File: src/rtl/l1ca_code_gen.sv
`default_nettype none
// +-----------------------------------------------------------------------------+
// | l1ca_code_gen : GPS L1 C/A Gold-code generator, one chip per enable strobe. |
// | Optional macro L1CA_SV_LATCH_EN defers sv changes to the next code epoch.   |
// | Revision 1.0                                                                |
// +-----------------------------------------------------------------------------+
module l1ca_code_gen #(
  parameter int CHIP_W = 10
) (
  input  logic              clk,
  input  logic              rst,
  input  logic              en,
  input  logic              clear,
  input  logic [4:0]        sv,
  output logic              code,
  output logic              epoch,
  output logic [CHIP_W-1:0] chip
);

  localparam logic [CHIP_W-1:0] c_last_chip = CHIP_W'(1022);

  // Bit i of each register holds LFSR stage i+1, so stage 10 is bit 9.
  logic [9:0]        g1_q, g1_d;
  logic [9:0]        g2_q, g2_d;
  logic [CHIP_W-1:0] chip_q, chip_d;
  logic              w_g1_fb, w_g2_fb, w_wrap;
  logic [4:0]        w_sel;
  logic [3:0]        w_tap_a, w_tap_b;
  logic [9:0]        w_mask;

  assign w_g1_fb = g1_q[2] ^ g1_q[9];
  assign w_g2_fb = g2_q[1] ^ g2_q[2] ^ g2_q[5] ^ g2_q[7] ^ g2_q[8] ^ g2_q[9];
  assign w_wrap  = en && (chip_q == c_last_chip);

  always_comb begin
    g1_d   = g1_q;
    g2_d   = g2_q;
    chip_d = chip_q;
    if (clear || w_wrap) begin
      g1_d   = '1;
      g2_d   = '1;
      chip_d = '0;
    end else if (en) begin
      g1_d   = {g1_q[8:0], w_g1_fb};
      g2_d   = {g2_q[8:0], w_g2_fb};
      chip_d = chip_q + CHIP_W'(1);
    end
  end

  always_ff @(posedge clk) begin
    if (rst) begin
      g1_q   <= '1;
      g2_q   <= '1;
      chip_q <= '0;
    end else begin
      g1_q   <= g1_d;
      g2_q   <= g2_d;
      chip_q <= chip_d;
    end
  end

`ifdef L1CA_SV_LATCH_EN
  logic [4:0] sv_q, sv_d;

  // Capture the new PRN only at code boundaries so the period never mixes PRNs.
  always_comb begin
    sv_d = sv_q;
    if (clear || w_wrap) begin
      sv_d = sv;
    end
  end

  always_ff @(posedge clk) begin
    if (rst) begin
      sv_q <= sv;
    end else begin
      sv_q <= sv_d;
    end
  end

  assign w_sel = sv_q;
`else
  assign w_sel = sv;
`endif

  // G2 phase-select taps (stage numbers) for PRN = w_sel + 1.
  always_comb begin
    w_tap_a = 4'd2;
    w_tap_b = 4'd6;
    case (w_sel)
      5'd0:  begin w_tap_a = 4'd2; w_tap_b = 4'd6;  end
      5'd1:  begin w_tap_a = 4'd3; w_tap_b = 4'd7;  end
      5'd2:  begin w_tap_a = 4'd4; w_tap_b = 4'd8;  end
      5'd3:  begin w_tap_a = 4'd5; w_tap_b = 4'd9;  end
      5'd4:  begin w_tap_a = 4'd1; w_tap_b = 4'd9;  end
      5'd5:  begin w_tap_a = 4'd2; w_tap_b = 4'd10; end
      5'd6:  begin w_tap_a = 4'd1; w_tap_b = 4'd8;  end
      5'd7:  begin w_tap_a = 4'd2; w_tap_b = 4'd9;  end
      5'd8:  begin w_tap_a = 4'd3; w_tap_b = 4'd10; end
      5'd9:  begin w_tap_a = 4'd2; w_tap_b = 4'd3;  end
      5'd10: begin w_tap_a = 4'd3; w_tap_b = 4'd4;  end
      5'd11: begin w_tap_a = 4'd5; w_tap_b = 4'd6;  end
      5'd12: begin w_tap_a = 4'd6; w_tap_b = 4'd7;  end
      5'd13: begin w_tap_a = 4'd7; w_tap_b = 4'd8;  end
      5'd14: begin w_tap_a = 4'd8; w_tap_b = 4'd9;  end
      5'd15: begin w_tap_a = 4'd9; w_tap_b = 4'd10; end
      5'd16: begin w_tap_a = 4'd1; w_tap_b = 4'd4;  end
      5'd17: begin w_tap_a = 4'd2; w_tap_b = 4'd5;  end
      5'd18: begin w_tap_a = 4'd3; w_tap_b = 4'd6;  end
      5'd19: begin w_tap_a = 4'd4; w_tap_b = 4'd7;  end
      5'd20: begin w_tap_a = 4'd5; w_tap_b = 4'd8;  end
      5'd21: begin w_tap_a = 4'd6; w_tap_b = 4'd9;  end
      5'd22: begin w_tap_a = 4'd1; w_tap_b = 4'd3;  end
      5'd23: begin w_tap_a = 4'd4; w_tap_b = 4'd6;  end
      5'd24: begin w_tap_a = 4'd5; w_tap_b = 4'd7;  end
      5'd25: begin w_tap_a = 4'd6; w_tap_b = 4'd8;  end
      5'd26: begin w_tap_a = 4'd7; w_tap_b = 4'd9;  end
      5'd27: begin w_tap_a = 4'd8; w_tap_b = 4'd10; end
      5'd28: begin w_tap_a = 4'd1; w_tap_b = 4'd6;  end
      5'd29: begin w_tap_a = 4'd2; w_tap_b = 4'd7;  end
      5'd30: begin w_tap_a = 4'd3; w_tap_b = 4'd8;  end
      5'd31: begin w_tap_a = 4'd4; w_tap_b = 4'd9;  end
      default: begin w_tap_a = 4'd2; w_tap_b = 4'd6; end
    endcase
  end

  assign w_mask = (10'd1 << (w_tap_a - 4'd1)) | (10'd1 << (w_tap_b - 4'd1));
  assign code   = g1_q[9] ^ (^(g2_q & w_mask));
  assign epoch  = (chip_q == '0);
  assign chip   = chip_q;

endmodule
`default_nettype wire

File: config.mk
export PLATFORM = sky130hd
export DESIGN_NAME = l1ca_code_gen
export DESIGN_NICKNAME = d
export VERILOG_FILES = /design/src/rtl/l1ca_code_gen.sv
export SDC_FILE = /design/constraint.sdc
export NUM_CORES = 1
export LEC_CHECK = 0
export CAP_MARGIN = 15
export CORE_MARGIN = 4
export CORE_UTILIZATION = 55
export DETAILED_ROUTE_END_ITERATION = 6
export PLACE_DENSITY = 0.81
export SYNTH_ARGS = -nofsm -noshare
export SYNTH_HDL_FRONTEND = slang
export SYNTH_SLANG_ARGS = --single-unit
File: constraint.sdc
create_clock -name clk -period 5.2 [get_ports clk]
set_clock_uncertainty 0.05 [all_clocks]
set_input_delay 1.04 -clock clk [delete_from_list [all_inputs] [get_ports clk]]
set_output_delay 1.04 -clock clk [all_outputs]
set_load 0.05 [all_outputs]
==> results.cfg <==
[layout]
layout_commonest_cell = nand2_1
num-fill-cells = 338
layout_common_cells = nand2_1, dfxtp_1, mux2i_1, clkdlybuf4s50_1, nor2_1
drive_gt1_share_pct = 17.9
design_area_sq_mm = 0.00279
n_antenna_cell = 0
area_delta_synth_final_pct = 20.0
fin_nets = 319
stdcell_count = 352
utilization_pct = 68.7

[detailed_routing]
postRouteAntennaNets = 0
totalWireLength_um = 5010
route.detailed.drc = 0
vias = 2047
drt-initial-drc-count = 140
vias_per_cell = 5.82
wl_per_cell_um = 14.2
drt-pass1-iter-count = 4

[placement]
gp_congestion = 0.894
dp_hpwl_um = 3630
place_area_sq_mm = 0.00263
portBuffers = 20
dp_cells = 342

[sta]
finalSetupTns_ns = 0
worst_pin_slew_ns = 0.749
max_freq_mhz = 198
post-route-period-util_pct = 97.3
hold_viol = 0
setup_viol = 0
slew_headroom_pct = 49.7
finalWorstPathRequiredPeriod_ns = 5.06
maxSlewViolCount = 0

[clock_network]
cts_made_buffers = 5
hold_buffers = 0
ctsHtreeMaxLevel = 2
tritoncts = done
clkTransAtPathRegs_ns = 0.05
clock_path_buffers = 2
cts_root_buffer = clkbuf_8
insertion_delay_ns = 0.29
clock-sinks = 30

[pwr]
peakVddDrop_mv = 0.162
leakage_nw = 1.12
power_density_mw_per_mm2 = 243
power.total_w = 0.000678

[yosys]
async_flop_share_pct = 0
ys_ff_latch = 30
ys_seq_area_share_pct = 25.8
netlist_area_sq_mm = 0.00232
synth-edff-count = 0
syn_inst = 273
synth_ff_type = dfxtp_1
ys_types = 69
avgSynthCellArea_sq_um = 8.52
synthesis.nets = 291
yosysWarnings = 0

[worst_setup_path]
crit_chain = clkdlybuf4s50_1 -> inv_1 -> ha_1 -> mux2_1 -> a32o_1 -> or2_4 -> nor3_4 -> a22oi_1 -> xor2_1 -> xnor2_1 -> xnor3_2 -> buf_12
slowest_stage = clkdlybuf4s50_1
worst_setup_path_end_kind = primary output
r2r_end = chip[6]
arrival_ns = 3.97
cp.required_ns = 4.11
worst_r2r_path_depth = 5
worstSetupPathType = in2out
worstReg2RegStart = chip[3]
cp-start-kind = input port
cp_max_fo = 7
regToRegSetupSlack_ns = 3.35
startpoint = sv[0]
crit_path_max_incr_delay_ns = 0.50
critical_path.endpoint = code

[die]
core_sq_mm = 0.00406
die_height_um = 73.0
dieArea_sq_mm = 0.00533
row_count = 23
io_pins = 21
start_util_pct = 57.3
dieWidth_um = 73.0

[grt]
grt_pass1_wl_um = 8350
first_global_vias = 1866
antenna_found_initial = 0
grt-ovfl-total = 0
grt_max_degree = 32
track_usage_pct = 19.8

[flow_run]
cap_viol_max_count = 0

[worst_hold_path]
hp-class = reg2reg
hp-start = g1_q[7]

[status]
outcome = finished clean
==> worst min-delay path by stage <==
stage | endpoint | slack (ns) | depth (start not counted)
global route | g2_q[7] | 0.44 | 2
finish | g1_q[7] | 0.42 | 2
global placement | g1_q[8] | 0.40 | 2
CTS | g1_q[7] | 0.42 | 2
floorplan | g1_q[1] | 0.39 | 2
detailed placement | g1_q[7] | 0.41 | 2
==> Yosys cell counts (4+ instances only) <==
library cell,number,area share [%]
nand3_1,6,1.3
nor4_1,4,1.1
nor2b_1,4,1.1
o211ai_1,4,1.3
o21ai_1,4,0.86
nand2_1,36,5.8
inv_1,11,1.8
buf_6,6,2.9
xnor2_1,15,5.7
nor2_1,17,2.7
ha_1,9,4.8
o22ai_1,4,1.1
o21ai_0,8,1.7
nand2b_1,7,1.9
xor2_1,7,2.6
dfxtp_1,30,26
mux2i_1,20,8.6
==> timing repair <==
action / 4_1_cts / 5_1_grt
resized for setup: 0 / 13
setup buffers: 0 / 2
setup endpoints to repair: 0 / 1
==> cells by family (layout without fill, tap and decap cells) <==
family                     after synthesis  after routing  share of synthesized area [%]
and+or+nand+nor                        111            111                           26.7
AOI/OAI and AO/OA                       50             50                           16.2
DFF                                     30             30                           25.8
buffers and inverters                   27             56                           7.05
xor gates and xnor gates                23             23                           9.26
muxes                                   23             23                           10.1
adders and majority gates                9              9                           4.84
==> state kept, by name (all words and copies together), names as in the netlist <==
register / cells
g1_q: 10
g2_q: 10
chip: 10
==> worst max-delay path: cells and delay by family <==
kind / cells / cell delay [ns]
AO/OA/AOI/OAI: 2 / 0.32
multiplexers: 1 / 0.30
AND/OR/NAND/NOR: 2 / 0.50
XOR/XNOR: 3 / 0.84
adder cells (fa/ha/maj): 1 / 0.20
buffers and inverters: 3 / 0.77
==> layer usage <==
layer	part of all wire, %	GRT usage [%]
met4	1.2	6.76
met2	46	31.0
met5	0	0
met1	46	26.2
met3	6.8	5.37
==> power breakdown <==
group	internal [W]	total, W	switching [W]	leakage [nW]
registers	0.000232	0.000235	0.00000238	0.243
clock network	0.000106	0.000191	0.0000842	0.0482
logic	0.000124	0.000252	0.000129	0.827
==> layout make-up <==
class | instances | area, sq um | area share [%]
clock inverter | 1 | 5.00 | 0.179
sequential | 30 | 601 | 21.5
clock buffer | 7 | 86.3 | 3.10
timing repair buffer | 37 | 375 | 13.5
multi-input combinational | 216 | 1620 | 58.0
tap | 50 | 62.6 | 2.24
inverter | 11 | 41.3 | 1.48
==> metrics by stage <==
step / setup slack, ns / hold WS, ns
3_5_place_dp: -0.00125 / 0.411
6_report: 0.138 / 0.423
2_1_floorplan: 0.396 / 0.389
5_1_grt: -0.00736 / 0.442
3_3_place_gp: 0.0504 / 0.404
4_1_cts: 0.00769 / 0.425
(Power assumes the default switching activity.)
